--- config.mk ---
export PLATFORM = sky130hd
export DESIGN_NAME = mem_arbiter
export DESIGN_NICKNAME = d
export VERILOG_FILES = /design/src/rtl/mem_arbiter.sv
export SDC_FILE = /design/constraint.sdc
export NUM_CORES = 1
export LEC_CHECK = 0
export BUFFER_PORTS_ARGS = -buffer_cell sky130_fd_sc_hd__buf_2
export CORE_MARGIN = 4
export CORE_UTILIZATION = 47
export CTS_CLUSTER_DIAMETER = 60
export CTS_CLUSTER_SIZE = 30
export DETAILED_ROUTE_END_ITERATION = 8
export GPL_ROUTABILITY_DRIVEN = 0
export PLACE_DENSITY = 0.91
export SETUP_SLACK_MARGIN = 0.5
export SLEW_MARGIN = 20
export SYNTH_ARGS = -nofsm -noshare
export SYNTH_HDL_FRONTEND = slang
export SYNTH_SLANG_ARGS = --single-unit
--- constraint.sdc ---
create_clock -name CLK -period 1.93 [get_ports CLK]
set_input_delay 0.2895 -clock CLK [delete_from_list [all_inputs] [get_ports CLK]]
set_output_delay 0.2895 -clock CLK [all_outputs]
set_load 0.02 [all_outputs]
--- src/rtl/mem_arbiter.sv ---
// Two-requester arbiter for the unified processor memory: the CPU wins by priority,
// the loader is forced through after STARVE_MAX consecutive losses.
module mem_arbiter #(
  parameter int ADDR_W     = 16,
  parameter int DATA_W     = 16,
  parameter int MEM_LAT    = 2,
  parameter int STARVE_MAX = 4
) (
  input  logic              CLK,
  input  logic              Reset,
  input  logic              cpu_req,
  input  logic              cpu_we,
  input  logic [ADDR_W-1:0] cpu_addr,
  input  logic [DATA_W-1:0] cpu_wdata,
  output logic              cpu_gnt,
  output logic              cpu_rvalid,
  output logic [DATA_W-1:0] cpu_rdata,
  input  logic              ld_req,
  input  logic              ld_we,
  input  logic [ADDR_W-1:0] ld_addr,
  input  logic [DATA_W-1:0] ld_wdata,
  output logic              ld_gnt,
  output logic              ld_rvalid,
  output logic [DATA_W-1:0] ld_rdata,
  output logic              mem_en,
  output logic              mem_we,
  output logic [ADDR_W-1:0] mem_addr,
  output logic [DATA_W-1:0] mem_wdata,
  input  logic [DATA_W-1:0] mem_rdata,
  output logic              busy
);

  typedef enum logic [1:0] {S_IDLE, S_ISSUE, S_WAIT} state_t;

  localparam logic [2:0] STARVE_LIM = 3'(STARVE_MAX);
  localparam logic [2:0] LAT_INIT   = 3'(MEM_LAT);

  state_t            state_reg;
  logic [2:0]        starve_cnt_reg;
  logic [2:0]        lat_cnt_reg;
  logic              owner_reg;      // 0 = CPU, 1 = loader
  logic              cpu_gnt_reg;
  logic              ld_gnt_reg;
  logic              cpu_rvalid_reg;
  logic              ld_rvalid_reg;
  logic              mem_en_reg;
  logic              mem_we_reg;
  logic [ADDR_W-1:0] mem_addr_reg;
  logic [DATA_W-1:0] mem_wdata_reg;

  logic ld_wins;
  logic capture;

  assign ld_wins = ld_req && (!cpu_req || (starve_cnt_reg == STARVE_LIM));
  assign capture = (state_reg == S_WAIT) && (lat_cnt_reg == 3'd1);

  always_ff @(posedge CLK or negedge Reset) begin
    if (!Reset) begin
      state_reg      <= S_IDLE;
      starve_cnt_reg <= '0;
      lat_cnt_reg    <= '0;
      owner_reg      <= 1'b0;
      cpu_gnt_reg    <= 1'b0;
      ld_gnt_reg     <= 1'b0;
      cpu_rvalid_reg <= 1'b0;
      ld_rvalid_reg  <= 1'b0;
      mem_en_reg     <= 1'b0;
      mem_we_reg     <= 1'b0;
      mem_addr_reg   <= '0;
      mem_wdata_reg  <= '0;
    end else begin
      cpu_gnt_reg    <= 1'b0;
      ld_gnt_reg     <= 1'b0;
      cpu_rvalid_reg <= 1'b0;
      ld_rvalid_reg  <= 1'b0;
      mem_en_reg     <= 1'b0;
      mem_we_reg     <= 1'b0;
      case (state_reg)
        S_IDLE: begin
          if (cpu_req || ld_req) begin
            // Winner's fields go straight into the memory-side registers for ISSUE
            owner_reg  <= ld_wins;
            mem_en_reg <= 1'b1;
            state_reg  <= S_ISSUE;
            if (ld_wins) begin
              ld_gnt_reg     <= 1'b1;
              mem_we_reg     <= ld_we;
              mem_addr_reg   <= ld_addr;
              mem_wdata_reg  <= ld_wdata;
              starve_cnt_reg <= '0;
            end else begin
              cpu_gnt_reg    <= 1'b1;
              mem_we_reg     <= cpu_we;
              mem_addr_reg   <= cpu_addr;
              mem_wdata_reg  <= cpu_wdata;
              if (!ld_req)
                starve_cnt_reg <= '0;
              else if (starve_cnt_reg != STARVE_LIM)
                starve_cnt_reg <= starve_cnt_reg + 3'd1;
            end
          end else begin
            starve_cnt_reg <= '0;
          end
        end
        S_ISSUE: begin
          if (mem_we_reg) begin
            state_reg <= S_IDLE;
          end else begin
            state_reg   <= S_WAIT;
            lat_cnt_reg <= LAT_INIT;
          end
        end
        S_WAIT: begin
          lat_cnt_reg <= lat_cnt_reg - 3'd1;
          if (capture) begin
            cpu_rvalid_reg <= !owner_reg;
            ld_rvalid_reg  <= owner_reg;
            state_reg      <= S_IDLE;
          end
        end
        default: state_reg <= S_IDLE;
      endcase
    end
  end

  // One read-data holding register per requester; only the owner's is written
  for (genvar gi = 0; gi < 2; gi++) begin : g_rdata
    logic [DATA_W-1:0] rdata_reg;
    always_ff @(posedge CLK or negedge Reset) begin
      if (!Reset)
        rdata_reg <= '0;
      else if (capture && (owner_reg == 1'(gi)))
        rdata_reg <= mem_rdata;
    end
  end

  assign cpu_rdata  = g_rdata[0].rdata_reg;
  assign ld_rdata   = g_rdata[1].rdata_reg;
  assign cpu_gnt    = cpu_gnt_reg;
  assign ld_gnt     = ld_gnt_reg;
  assign cpu_rvalid = cpu_rvalid_reg;
  assign ld_rvalid  = ld_rvalid_reg;
  assign mem_en     = mem_en_reg;
  assign mem_we     = mem_we_reg;
  assign mem_addr   = mem_addr_reg;
  assign mem_wdata  = mem_wdata_reg;
  assign busy       = (state_reg != S_IDLE);

endmodule

### After elaboration in Yosys (flattened, before gate mapping)

Cells that the tools add are included.

* output and inout bits: 71
* register bits: 79
* memory bits (writable): 0
* bits in latches: 0
* memories kept: 0
* ROM bits: 0
* input port bits: 86

* add/sub/neg operators: 2
* magnitude comparators: 0
* multiply operators: 0
* shift operators: 0
* eq/ne operators: 9
* reductions and logical operators: 15
* mux-type cells: 27
* div/mod/pow operators: 0
* bitwise operators: 1

Operators with widths (number)
* $mux 16: 2
* $mux 1: 15
* $mux 3: 5
* $reduce_and 2->1: 4
* $mux 2: 3
* $ne 2x2->1 const B: 3
* $pmux 2 s3: 1
* $pmux 3 s2: 1
* $logic_and 1x1->1: 4
* $ne 4x3->1 const B: 1
* $reduce_bool 2->1: 2
* $add 3x1->3 const B: 1
* $eq 3x1->1 const B: 1
* $eq 3x3->1 const B: 1
* $ne 3x3->1 const B: 1
* $sub 3x1->3 const B: 1
* $eq 2x1->1 const B: 1
* $eq 2x2->1 const B: 1
* $logic_not 1->1: 2
* $logic_not 2->1: 1
* $logic_or 1x1->1: 2
* $not 1->1: 1

### Longest topological paths before layout

Gate-level depths: netlist of the first run.

* depth after elaboration: 6
* depth in mapped cells: 7

### Least setup slack after synthesis of the first run

OpenSTA, ideal clock, no wires.

* path kind: register to register
* start point: register lat_cnt_reg[1]
* end point: register g_rdata[0].rdata_reg[10] (netlist: cpu_rdata[10])
* period minus slack after synthesis: 1.756 ns
* cell stages (with the launch flop): 7
* buffers on the path: 1
* slack: 0.174 ns
* data required time: 1.805 ns
* library setup time: 0.125 ns
* arrival time: 1.631 ns
* cells stage by stage: dfrtp_1 inv_1 ha_1 nor2b_1 nor3b_4 buf_6 mux2_2

* longest elaborated chain between the ends: 3

RTL lines
* start, declared: RTL line 40 `logic [2:0] lat_cnt_reg;`
* start signal, assigned: RTL line 114 `lat_cnt_reg <= lat_cnt_reg - 3'd1;`
* $eq 3x1->1: RTL line 55 `assign capture = (state_reg == S_WAIT) && (lat_cnt_reg == 3'd1);`
* $logic_and 1x1->1: RTL line 55
* $logic_and 1x1->1: RTL line 132 `else if (capture && (owner_reg == 1'(gi)))`
* end signal, assigned: RTL line 133 `rdata_reg <= mem_rdata;`
* end, declared: RTL line 128 `logic [DATA_W-1:0] rdata_reg;`

Every way passes these cells.
A chain may end at the register's enable or synchronous reset.

### Worst setup path in the final report of the first run

* start point: register lat_cnt_reg[1]
* end point: register g_rdata[1].rdata_reg[10] (netlist: ld_rdata[10])

* longest elaborated chain between the ends: 3

RTL lines (RTL line)
* $eq 3x1->1: 55
* $logic_and 1x1->1: 55
* $logic_and 1x1->1: 132
* end signal, assigned: 133
* end, declared: 128

Every way passes these cells.

==> results of run 1 <==
==> synthesized netlist by cell type, drive strengths merged, types with 2 or more instances <==
cell type,instances
nand4,16
ha,4
nand2b,2
inv,27
dfrtp,79
nand3,36
buf,6
o21ai,38
nand2,4
mux2,32
a21oi,3
nor2,6
o221ai,17
o211ai,16
clkbuf,20
==> layer usage <==
layer	track usage	routed length, um	up-vias
met1	0.267	4080	1603
met3	0.0629	925	23
met2	0.410	5390	156
li1	-	-	1507
met4	0.108	269	0
met5	0	0	-
==> cell usage in the layout, fill, tap and decap left out, drive strengths merged, types with 6 or more instances in the layout <==
master	netlist	layout
nand4	16	16
o211ai	16	16
nor2	6	6
nand3	36	37
o21ai	38	38
o221ai	17	17
mux2	32	32
dfrtp	79	79
clkbuf	20	11
buf	6	186
inv	27	28
==> cell families after synthesis <==
family / count (synthesis)
buffers and inverters: 53
adders and majority gates: 4
muxes: 32
and+or+nand+nor: 68
DFF: 79
AOI/OAI and AO/OA: 81
==> power by group <==
| group | switching [mW] | internal, mW | leakage, nW |
|---|---|---|---|
| registers | 0.490 | 2.45 | 0.971 |
| logic | 2.42 | 1.71 | 1.40 |
| clock network | 0.624 | 0.904 | 0.127 |
==> layout make-up <==
cell class | instances | area [um^2] | share of cell area
clock buffer | 10 | 138 | 0.0272
clock inverter | 6 | 116 | 0.0230
inverter | 27 | 101 | 0.0200
multi-input combinational | 186 | 1430 | 0.283
sequential | 79 | 1980 | 0.391
tap | 99 | 124 | 0.0245
timing repair buffer | 188 | 1170 | 0.231
==> metrics by stage <==
stage	area (um^2)	power (mW)
floorplan	3560	5.23
global placement	4450	6.39
detailed placement	4450	6.57
CTS	4920	8.28
global route	5060	9.09
finish	5060	8.59
==> worst max-delay path: stages (launching register included) <==
cell	delay (ps)
dfrtp_1	400
inv_2	80
ha_4	120
nor2b_4	150
buf_6	110
nand3_4	110
buf_6	160
buf_12	120
mux2_4	300
==> how the worst min path moves through the flow <==
stage | from | end | slack, ps | depth (start not counted)
global route | mem_rdata[13] | ld_rdata[13] | 180 | 2
CTS | mem_rdata[15] | cpu_rdata[15] | 170 | 2
detailed placement | Reset | mem_en | 350 | 1
floorplan | Reset | cpu_gnt | -6 | 0
global placement | Reset | cpu_gnt | 340 | 1
finish | mem_rdata[13] | ld_rdata[13] | 190 | 2
==> repair_timing <==
| action | 4_1_cts | 5_1_grt |
|---|---|---|
| endpoints found under the setup margin | 68 | 65 |
| buffers inserted | 9 | 8 |
| cloned | 3 | 1 |
| hold buffers | 1 | 0 |
| gates resized for setup | 20 | 34 |
| endpoints found under the hold margin | 47 | 0 |
| pin swaps | 1 | 3 |
==> out/qor.yml, run 1 <==
syn_to_final_growth_pct: 43.9
synthMuxAreaShare: 0.102
synth_edf_count: 0
regToRegEndpoint: "ld_rdata[10]"
crit_end: "ld_rdata[10]"
drcViolationCount: 0
cts_buffer_depth: 2
yosysSeqAreaShare: 0.562
synthArstFlopShare: 1.00
dp.cells: 557
io_pins: 157
synth_area_um2: 3520
holdWs_ps: 190
skew_ps: 7.78
worst_pin_slew_ps: 634
min_path_type: "in -> reg"
clk_pin_slew_ps: 90
pre_cts_ws_ps: 273
post-synth-top-area-fraction: 0.562
critPathMaxFanout: 5
synth_fa_ha_area_frac: 0.0142
layout.nets: 581
drive_above_1_share: 0.520
wl_um: 10700
synth-compound-area-share: 0.152
synth_xor_area_frac: 0
ff2ff_setup_slack_ps: 260
fin_ws_ps: 256
fmax_mhz: 597
grt_first_pass_wirelength_um: 16200
start_util: 0.485
synth.area.top_cells: "dfrtp_1 (56%), mux2_2 (10%), o21ai_0 (5.4%)"
synth-simple-area-share: 0.109
maxCapViolCount: 0
grt_max_degree: 49
netlist_instances: 317
vias: 3289
clock_sinks: 79
die_area_um2: 8930
critPathLaunchType: "flip-flop"
reg2regPathDepth: 8
drtPass1Iterations: 4
row_count: 31
diodes: 0
overflow: 0
min_period_ps: 1670
crit_start: "lat_cnt_reg[1]"
numCtsBuffers: 9
drv_slew: 0
utilization: 0.698
die_w_um: 94.5
yosysTopAreaCell: "dfrtp_1"
synth_top_family_by_area: "compound AO/OA/AOI/OAI gates"
ir_worst_vdd_uv: 727
grt_pass1_vias: 3361
core-area_um2: 7250
drt-initial-drc-count: 113
die_y_um: 94.5
drt-wirelength-per-cell_um: 17.9
slew_headroom: 0.578
setup_violations: 0
critPathArrivalTime_ps: 1900
ys_seq_elements: 79
clkLatencyLatePin_ps: 350
grtUsageTotal: 0.234
finalHoldViolations: 0
cellPowerDensity_nw_per_um2: 1700
required_ps: 2160
finalNonFillerCells: 595
fillers: 518
hpwl_um: 6870
rr_startpoint: "lat_cnt_reg[1]"
synthFlopType: "dfrtp_1"
setup-tns-final_ps: 0
htreeDepth: 3
antenna_found_initial: 0
tritoncts: "yes"
critPathKind: "reg -> reg"
worstSetupEndpointType: "flip-flop"
syn_area_per_cell_um2: 11.1
ant_nets: 0
clockRootBuffer: "clkbuf_8"
p_leak_nw: 2.50
numPortBuffers: 156
rsz0062_at_grt: "true"
post-route-period-util: 0.867
postSynthNetCount: 407
viasPerCell: 5.53
status: "finished, final reports clean"
ys_types: 32
yosysWarnings: 0
Note: power is estimated with default switching activity, not from simulation.
==> run 2, diff against run 1 <==
--- a/config.mk
+++ b/config.mk
@@ -6,7 +6,7 @@
 export NUM_CORES = 1
 export LEC_CHECK = 0
 export BUFFER_PORTS_ARGS = -buffer_cell sky130_fd_sc_hd__buf_2
-export CORE_MARGIN = 4
+export CORE_MARGIN = 3
 export CORE_UTILIZATION = 47
 export CTS_CLUSTER_DIAMETER = 60
 export CTS_CLUSTER_SIZE = 30
==> out/qor.yml, run 2 (synthesis results as in run 1) <==
htreeDepth: 3
drv_slew: 0
cts_buffer_depth: 2
rsz0062_at_grt: "true"
grt_max_degree: 48
numCtsBuffers: 9
numPortBuffers: 156
die_area_um2: 8550
overflow: 0
drtPass1Iterations: 4
core-area_um2: 7020
drive_above_1_share: 0.616
clk_pin_slew_ps: 90
cellPowerDensity_nw_per_um2: 1790
cp.buffers_inverters: 3
cpPeakStageDelay_ps: 460
io_pins: 157
status: "finished, final reports clean"
drt-initial-drc-count: 148
critPathArrivalTime_ps: 1390
grtUsageTotal: 0.257
multiInputGateArea_um2: 1710
layout.nets: 601
fillers: 428
setup_violations: 0
fin_ws_ps: 251
min_path_type: "in -> reg"
maxCapViolCount: 0
worstSetupEndpointType: "output port"
final_cell_mix: "buf_2 (154), dfrtp_1 (77), nand3_1 (34), inv_1 (25), buf_4 (23)"
seq_area_um2: 1980
critPathLaunchType: "flip-flop"
cp_cell_sequence: "nor2_4 > clkinvlp_4 > buf_12 > buf_6"
ant_nets: 0
slew_headroom: 0.548
row_count: 30
worst_pin_slew_ps: 677
layout_commonest_cell: "buf_2"
grt_first_pass_wirelength_um: 17600
clkLatencyLatePin_ps: 350
required_ps: 1640
wl_um: 12200
die_y_um: 92.5
diodes: 0
critPathKind: "reg -> out"
slowest_stage: "dfrtp_2"
fmax_mhz: 596
skew_ps: 12.1
min_period_ps: 1680
viasPerCell: 5.74
drcViolationCount: 0
p_leak_nw: 2.72
ir_worst_vdd_uv: 1070
setup-tns-final_ps: 0
hpwl_um: 6790
syn_to_final_growth_pct: 60.1
pre_cts_ws_ps: 148
clock_sinks: 79
critPathMaxFanout: 6
antenna_found_initial: 0
drt-wirelength-per-cell_um: 20.0
vias: 3512
post-route-period-util: 0.870
clockRootBuffer: "clkbuf_8"
tritoncts: "yes"
critPathTopFamily: "flip-flops"
finalHoldViolations: 0
start_util: 0.501
grt_pass1_vias: 3431
die_w_um: 92.5
## run 2: layer usage
metal,up-vias,track usage,wire [um]
met1,1678,0.327,4510
li1,1564,-,-
met2,245,0.433,6200
met5,-,0,0
met3,25,0.0609,1250
met4,0,0.0842,283
## run 2: final cells by class
class | count | share of cell area
Clock buffer | 9 | 0.0220
Clock inverter | 7 | 0.0107
Inverter | 27 | 0.0187
Multi-Input combinational cell | 187 | 0.305
Sequential cell | 79 | 0.352
Tap cell | 96 | 0.0213
Timing Repair Buffer | 207 | 0.271
## run 2: final timing paths
| path | start | endpoint | slack, ps | depth (start not counted) |
|---|---|---|---|---|
| max in group asynchronous | Reset | mem_wdata[14] | 890 | 3 |
| min | mem_rdata[9] | cpu_rdata[9] | 180 | 2 |
| min in group asynchronous | Reset | mem_en | 440 | 2 |
| max | state_reg[0] | busy | 250 | 4 |
| max reg2reg | state_reg[0] | mem_addr[6] | 280 | 8 |
| min reg2reg | ld_rdata[3] | ld_rdata[3] | 500 | 1 |
## run 2: where the power goes
| group | internal, mW | switching (mW) |
|---|---|---|
| clock network | 0.490 | 0.665 |
| registers | 2.45 | 0.563 |
| logic | 2.91 | 3.01 |
| total | 5.85 | 4.24 |
## run 2: what timing repair did
| action | in CTS | in global routing |
|---|---|---|
| pin swaps | 19 | 26 |
| setup buffers | 22 | 9 |
| hold buffers | 1 | 0 |
| gates resized for setup | 81 | 51 |
| hold endpoints to repair | 32 | 0 |
| endpoints found under the setup margin | 69 | 71 |
| gates cloned | 7 | 7 |
## run 2: metrics by stage
step	utilization	hold WS, ps	cell area [um^2]	cells	total power [mW]
6_report	0.802	184	5630	612	10.1
5_1_grt	0.802	168	5630	612	10.6
4_1_cts	0.740	181	5190	596	8.99
3_5_place_dp	0.632	268	4440	550	6.59
3_3_place_gp	0.632	257	4440	550	6.43
2_1_floorplan	-	-6.09	3560	317	5.23
